## src/rtl/serial_add_ctrl_pkg.sv

```systemverilog
// -----------------------------------------------------------------------------
// serial_add_pkg
// Shared definitions for the bit-serial adder sequencer:
//   - state encoding (S_IDLE / S_SHIFT / S_DONE) and the matching enum type
//   - default operand width
//   - majority() helper used as the full-adder carry function
// -----------------------------------------------------------------------------
package serial_add_pkg;

    localparam int DEFAULT_WIDTH = 8;

    localparam logic [1:0] S_IDLE  = 2'd0;
    localparam logic [1:0] S_SHIFT = 2'd1;
    localparam logic [1:0] S_DONE  = 2'd2;

    typedef enum logic [1:0] {
        ST_IDLE  = S_IDLE,
        ST_SHIFT = S_SHIFT,
        ST_DONE  = S_DONE
    } state_t;

    function automatic logic majority(input logic x, input logic y, input logic z);
        return (x & y) | (x & z) | (y & z);
    endfunction

endpackage

```

## src/rtl/serial_add_ctrl_if.sv

```systemverilog
// -----------------------------------------------------------------------------
// serial_add_ctrl_if
// Host <-> sequencer bundle for the bit-serial adder.
//   start, a, b, sub          : request and operands (host drives)
//   sum, cout, overflow       : result (sequencer drives, valid with done)
//   busy, done                : status (sequencer drives)
// Modports: master = host side, slave = sequencer side.
// -----------------------------------------------------------------------------
interface serial_add_ctrl_if #(
    parameter int WIDTH = 8
);
    logic             start;
    logic [WIDTH-1:0] a;
    logic [WIDTH-1:0] b;
    logic             sub;
    logic [WIDTH-1:0] sum;
    logic             cout;
    logic             overflow;
    logic             busy;
    logic             done;

    modport master (
        output start, a, b, sub,
        input  sum, cout, overflow, busy, done
    );

    modport slave (
        input  start, a, b, sub,
        output sum, cout, overflow, busy, done
    );
endinterface

```

## src/rtl/serial_fa_cell.sv

```systemverilog
// -----------------------------------------------------------------------------
// serial_fa_cell
// One-bit full adder with its carry flip-flop: the whole arithmetic datapath
// of the serial adder.
//   clk, rst   : clock, synchronous active-high reset (clears carry)
//   load       : preset carry to carry_in (start of an operation)
//   carry_in   : preset value (1 for two's-complement subtract)
//   en         : advance one bit: carry <= carry_out
//   a, b       : current operand bits
//   s          : sum bit (combinational)
//   carry_out  : carry produced by this bit (combinational)
//   carry_q    : stored carry, i.e. carry into the current bit
// -----------------------------------------------------------------------------
module serial_fa_cell
    import serial_add_pkg::*;
(
    input  logic clk,
    input  logic rst,
    input  logic load,
    input  logic carry_in,
    input  logic en,
    input  logic a,
    input  logic b,
    output logic s,
    output logic carry_out,
    output logic carry_q
);

    assign s         = a ^ b ^ carry_q;
    assign carry_out = majority(a, b, carry_q);

    always_ff @(posedge clk) begin
        if (rst) begin
            carry_q <= 1'b0;
        end else if (load) begin
            carry_q <= carry_in;
        end else if (en) begin
            carry_q <= carry_out;
        end
    end

endmodule

```

## src/rtl/serial_add_ctrl.sv

```systemverilog
// -----------------------------------------------------------------------------
// serial_add_ctrl
// Sequencer for a bit-serial adder. On an accepted start it latches both
// operands, steps them LSB-first through serial_fa_cell for WIDTH cycles,
// assembles the sum and pulses done for one cycle.
// Ports:
//   clk  : clock (posedge)
//   rst  : synchronous active-high reset; aborts any operation
//   bus  : serial_add_ctrl_if.slave (start/a/b/sub in; sum/cout/overflow/
//          busy/done out)
// Build option: define SERIAL_SUB_EN to honour bus.sub (A-B via ~b and a
// carry preset of 1). Without it the block only adds and sub is ignored.
// -----------------------------------------------------------------------------
module serial_add_ctrl
    import serial_add_pkg::*;
#(
    parameter int WIDTH = DEFAULT_WIDTH
) (
    input  logic              clk,
    input  logic              rst,
    serial_add_ctrl_if.slave  bus
);

    localparam int CNT_W = $clog2(WIDTH + 1);

    state_t             state, state_nxt;
    logic               load, step, last;
    logic [CNT_W-1:0]   cnt;
    logic [WIDTH-1:0]   a_sr, b_sr, sum_q;
    logic [WIDTH-1:0]   b_load;
    logic               carry_preset;
    logic               cout_q, ovf_q;
    logic               s_bit, carry_out, carry_q;

`ifdef SERIAL_SUB_EN
    assign b_load       = bus.sub ? ~bus.b : bus.b;
    assign carry_preset = bus.sub;
`else
    logic unused_sub;
    assign unused_sub   = bus.sub;
    assign b_load       = bus.b;
    assign carry_preset = 1'b0;
`endif

    assign last = (cnt == CNT_W'(WIDTH - 1));

    always_ff @(posedge clk) begin
        if (rst) begin
            state <= ST_IDLE;
        end else begin
            state <= state_nxt;
        end
    end

    always_comb begin
        state_nxt = state;
        load      = 1'b0;
        step      = 1'b0;
        bus.busy  = 1'b0;
        bus.done  = 1'b0;
        case (state)
            ST_IDLE: begin
                if (bus.start) begin
                    load      = 1'b1;
                    state_nxt = ST_SHIFT;
                end
            end
            ST_SHIFT: begin
                bus.busy = 1'b1;
                step     = 1'b1;
                if (last) begin
                    state_nxt = ST_DONE;
                end
            end
            ST_DONE: begin
                bus.done  = 1'b1;
                state_nxt = ST_IDLE;
            end
            default: state_nxt = ST_IDLE;
        endcase
    end

    serial_fa_cell u_fa (
        .clk       (clk),
        .rst       (rst),
        .load      (load),
        .carry_in  (carry_preset),
        .en        (step),
        .a         (a_sr[0]),
        .b         (b_sr[0]),
        .s         (s_bit),
        .carry_out (carry_out),
        .carry_q   (carry_q)
    );

    always_ff @(posedge clk) begin
        if (rst) begin
            a_sr   <= '0;
            b_sr   <= '0;
            cnt    <= '0;
            sum_q  <= '0;
            cout_q <= 1'b0;
            ovf_q  <= 1'b0;
        end else if (load) begin
            a_sr <= bus.a;
            b_sr <= b_load;
            cnt  <= '0;
        end else if (step) begin
            a_sr  <= a_sr >> 1;
            b_sr  <= b_sr >> 1;
            cnt   <= cnt + CNT_W'(1);
            // New bit enters at the MSB; after WIDTH steps the first bit is at bit 0.
            // Written as shift/or so WIDTH=1 needs no special case.
            sum_q <= (sum_q >> 1) | (WIDTH'(s_bit) << (WIDTH - 1));
            if (last) begin
                // carry_q here is the carry into the MSB.
                cout_q <= carry_out;
                ovf_q  <= carry_q ^ carry_out;
            end
        end
    end

    assign bus.sum      = sum_q;
    assign bus.cout     = cout_q;
    assign bus.overflow = ovf_q;

endmodule

```

## src/flat_wrapper.sv

```systemverilog
// flat-port wrapper written by rule: the top's interface ports become plain ports
module serial_add_ctrl_flat import serial_add_pkg::*;
#(
    parameter int WIDTH = DEFAULT_WIDTH
)
  (clk, rst, bus_start, bus_a, bus_b, bus_sub, bus_sum, bus_cout, bus_overflow, bus_busy, bus_done);
  serial_add_ctrl_if #(.WIDTH(WIDTH)) bus_i ();
  input  logic clk;
  input  logic rst;
  input wire logic [$bits(bus_i.start)-1:0] bus_start;
  input wire logic [$bits(bus_i.a)-1:0] bus_a;
  input wire logic [$bits(bus_i.b)-1:0] bus_b;
  input wire logic [$bits(bus_i.sub)-1:0] bus_sub;
  output wire logic [$bits(bus_i.sum)-1:0] bus_sum;
  output wire logic [$bits(bus_i.cout)-1:0] bus_cout;
  output wire logic [$bits(bus_i.overflow)-1:0] bus_overflow;
  output wire logic [$bits(bus_i.busy)-1:0] bus_busy;
  output wire logic [$bits(bus_i.done)-1:0] bus_done;
  assign bus_i.start = bus_start;
  assign bus_i.a = bus_a;
  assign bus_i.b = bus_b;
  assign bus_i.sub = bus_sub;
  assign bus_sum = bus_i.sum;
  assign bus_cout = bus_i.cout;
  assign bus_overflow = bus_i.overflow;
  assign bus_busy = bus_i.busy;
  assign bus_done = bus_i.done;
  serial_add_ctrl #(.WIDTH(WIDTH)) u_core (.clk(clk), .rst(rst), .bus(bus_i));
endmodule
```

## config.mk

```make
export PLATFORM = sky130hd
export DESIGN_NAME = serial_add_ctrl_flat
export DESIGN_NICKNAME = d
export VERILOG_FILES = /design/src/rtl/serial_add_ctrl_pkg.sv /design/src/rtl/serial_add_ctrl_if.sv /design/src/rtl/serial_fa_cell.sv /design/src/rtl/serial_add_ctrl.sv /design/src/flat_wrapper.sv
export SDC_FILE = /design/constraint.sdc
export NUM_CORES = 1
export LEC_CHECK = 0
export CAP_MARGIN = 20
export CORE_AREA = 2 2 69 52
export CTS_BUF_LIST = sky130_fd_sc_hd__clkbuf_8
export CTS_CLUSTER_SIZE = 25
export DETAILED_ROUTE_END_ITERATION = 8
export DIE_AREA = 0 0 71 54
export GPL_ROUTABILITY_DRIVEN = 0
export PLACE_DENSITY = 0.8
export SLEW_MARGIN = 20
export SYNTH_ARGS = -nofsm -noshare
export SYNTH_HDL_FRONTEND = slang
export SYNTH_SLANG_ARGS = --single-unit
```

## constraint.sdc

```tcl
create_clock -name clk -period 3.1 [get_ports clk]
set_clock_uncertainty 0.2 [all_clocks]
set_input_delay 0.465 -clock clk [delete_from_list [all_inputs] [get_ports clk]]
set_output_delay 0.465 -clock clk [all_outputs]
set_load 0.01 [all_outputs]
```

==> impl_metrics.env <==
export IMPL_routedWlPerCell_um=13.6
export IMPL_viasPerCell=5.56
export IMPL_crit_path_end_kind="primary output"
export IMPL_clkTransAtPathRegs_ns=0.06
export IMPL_r2r_slack_ns=1.22
export IMPL_min_period_over_period=0.791
export IMPL_num_antenna_cells=0
export IMPL_tns_ns=0
export IMPL_grt_pass1_wl_mm=5.42
export IMPL_clock_latency_ns=0.29
export IMPL_hold_buffers=0
export IMPL_drive_gt1_frac=0.0985
export IMPL_final_hold_viol_count=0
export IMPL_antenna_found_initial=0
export IMPL_grt_max_degree=34
export IMPL_relSlewSlack=0.603
export IMPL_htreeDepth=2
export IMPL_fin_crit_ns=2.45
export IMPL_synth_top_flop_cell="dfxtp_1"
export IMPL_core_area_um2=3270
export IMPL_ios=32
export IMPL_syn_to_final_growth_pct=25.8
export IMPL_powerDensity_nw_per_um2=462
export IMPL_cp_arrival_ns=1.79
export IMPL_netlist_instances=174
export IMPL_postSynth_asyncResetShare=0
export IMPL_root_buffer="clkbuf_8"
export IMPL_dieArea_um2=3830
export IMPL_cts_resized=0
export IMPL_multiInputGateArea_um2=763
export IMPL_cts_tree="built"
export IMPL_yosysSeqAreaShare=0.437
export IMPL_worstReg2RegEnd="u_core.a_sr[6]"
export IMPL_synth_seq_cells=33
export IMPL_syn_area_um2=1510
export IMPL_r2r_start="u_core.state[1]"
export IMPL_drtIter0Drc=68
export IMPL_ir_drop_mv=0.229
export IMPL_synth_edf_count=0
export IMPL_synth_distinct_cells=30
export IMPL_syn_avg_cell_area_um2=8.69
export IMPL_setup_viol_count_final=0
export IMPL_status="finished, final reports clean"
export IMPL_cp_max_fo=12
export IMPL_ant_nets=0
export IMPL_synth_nets=196
export IMPL_worst_pin_slew_ns=0.595
export IMPL_die_h_um=54
export IMPL_worstHoldPathCells=2
export IMPL_total_power_uw=879
export IMPL_critPathKind="flip-flop to primary output"
export IMPL_die_w_um=71
export IMPL_rsz0062_at_grt="false"
export IMPL_p_leak_nw=0.690
export IMPL_ff2ff_path_depth=4
export IMPL_dp_hpwl_mm=2.17
export IMPL_synth_warnings=0
export IMPL_cts_made_buffers=5
export IMPL_seqCellArea_um2=661
export IMPL_min_from="u_core.bus.sum[0]"
export IMPL_rows=18
export IMPL_grt_pass1_vias=1218
export IMPL_drc=0
export IMPL_drv_cap=0
export IMPL_fin_nets=224
export IMPL_finalMaxSlewViolations=0
export IMPL_dr_pass1_iters=4
export IMPL_initial_utilization=0.463
export IMPL_wirelength_mm=3.29
export IMPL_gr_total_overflow=0
export IMPL_min_path_type="flip-flop to flip-flop"
export IMPL_start_kind="flip-flop"
export IMPL_port_buffers=30
export IMPL_max_freq_mhz=408
export IMPL_timing_hold_ws_ns=0.255
export IMPL_cts_sinks=33
export IMPL_post_cts_buffers=0
export IMPL_critPathRequiredTime_ns=2.43
export IMPL_fillers=302
export IMPL_clk_path_buf_depth=2
export IMPL_grt_usage=0.186
export IMPL_vias=1351
export IMPL_hold_end="u_core.bus.sum[0]"
## routing by layer
layer  up-vias  global-route usage  part of all wire
li1        673                   -                 -
met1       644               0.234              0.47
met2        28               0.298              0.46
met3         6              0.0618             0.048
met4         0              0.0755             0.015
met5         -                   0                 0
## cells in the final DEF (no fill, tap or decap)
master and count:
nor2_1 20, nor3_1 2, a22oi_1 2, o21bai_1 1, ha_1 1, nor2b_1 15, nand2_1 20, nand3_1 2
fa_1 1, inv_1 8, clkbuf_8 5, nand3b_1 2, o22ai_1 12, clkdlybuf4s50_1 30, dfxtp_1 33, a2111oi_0 5
buf_4 4, o221a_2 2, or2b_2 1, or3_1 3, nand2b_2 1, nor3b_1 1, xnor2_1 1, mux2i_1 1
and3b_1 1, a31oi_1 1, o21ai_0 4, a2111oi_2 7, a21oi_1 17
## cell usage after synthesis (2+ instances only)
| cell type | number | area share |
|---|---|---|
| buf_6 | 2 | 0.015 |
| a21oi_1 | 17 | 0.056 |
| nor2b_1 | 15 | 0.062 |
| inv_1 | 5 | 0.012 |
| nor2_1 | 20 | 0.050 |
| or3_1 | 3 | 0.012 |
| clkbuf_1 | 5 | 0.012 |
| o22ai_1 | 12 | 0.050 |
| nand3_1 | 2 | 0.0066 |
| a2111oi_0 | 5 | 0.029 |
| nor3_1 | 2 | 0.0066 |
| nand2_1 | 20 | 0.050 |
| a2111oi_2 | 7 | 0.069 |
| dfxtp_1 | 33 | 0.44 |
| buf_2 | 5 | 0.017 |
| o221a_2 | 2 | 0.015 |
| a22oi_1 | 2 | 0.0099 |
| nand3b_1 | 2 | 0.0099 |
| o21ai_0 | 4 | 0.013 |
## worst max-delay path, cell delays in order, from the launching register on
cell             delay, ns
dfxtp_1               0.40
nand2b_2              0.23
inv_1                 0.27
clkdlybuf4s50_1       0.60
## registers in the layout, summed over array words and instances (netlist names)
signal	count
u_core.bus.cout	1
u_core.state	2
u_core.a_sr	8
u_core.bus.overflow	1
u_core.u_fa.carry_q	1
u_core.b_sr	8
u_core.cnt	4
u_core.bus.sum	8
## final cells by class
| class | instances | share of cell area |
|---|---|---|
| Clock buffer | 5 | 0.0362 |
| Clock inverter | 3 | 0.00592 |
| Inverter | 5 | 0.00986 |
| Multi-Input combinational cell | 123 | 0.401 |
| Sequential cell | 33 | 0.347 |
| Tap cell | 40 | 0.0263 |
| Timing Repair Buffer | 34 | 0.174 |
## through the flow
stage / worst slack, ns / utilization / area [um2] / std cells
global placement: 0.923 / 0.558 / 1820 / 235
global route: 0.550 / 0.583 / 1900 / 243
finish: 0.647 / 0.583 / 1900 / 243
detailed placement: 0.821 / 0.558 / 1820 / 235
floorplan: 1.51 / - / 1510 / 174
CTS: 0.623 / 0.583 / 1900 / 243
## cells by family after synthesis
logic type / synth area share
xor+xnor: 0.00579
flops: 0.437
simple gates: 0.219
mux: 0.00662
compound gates: 0.251
buf+inv: 0.0587
fa+ha+maj: 0.0215
## power by group
part	internal, mW	switching (mW)	total, mW
combinational	0.0574	0.0562	0.114
sequential	0.446	0.0189	0.465
clock	0.149	0.151	0.301
total	0.653	0.226	0.879
## how the worst max path moves through the flow
stage / startpoint / endpoint / slack (ns) / cells after the start
after CTS: u_core.state[1] / bus_busy / 0.62 / 3
after floorplan: u_core.a_sr[0] / u_core.bus.overflow / 1.51 / 4
after global placement: bus_start / u_core.a_sr[2] / 0.92 / 4
after detailed placement: bus_start / u_core.a_sr[6] / 0.82 / 4
after global routing: u_core.state[1] / bus_busy / 0.55 / 3
final: u_core.state[1] / bus_busy / 0.65 / 3
No activity file was read; power rests on OpenSTA's default activity.
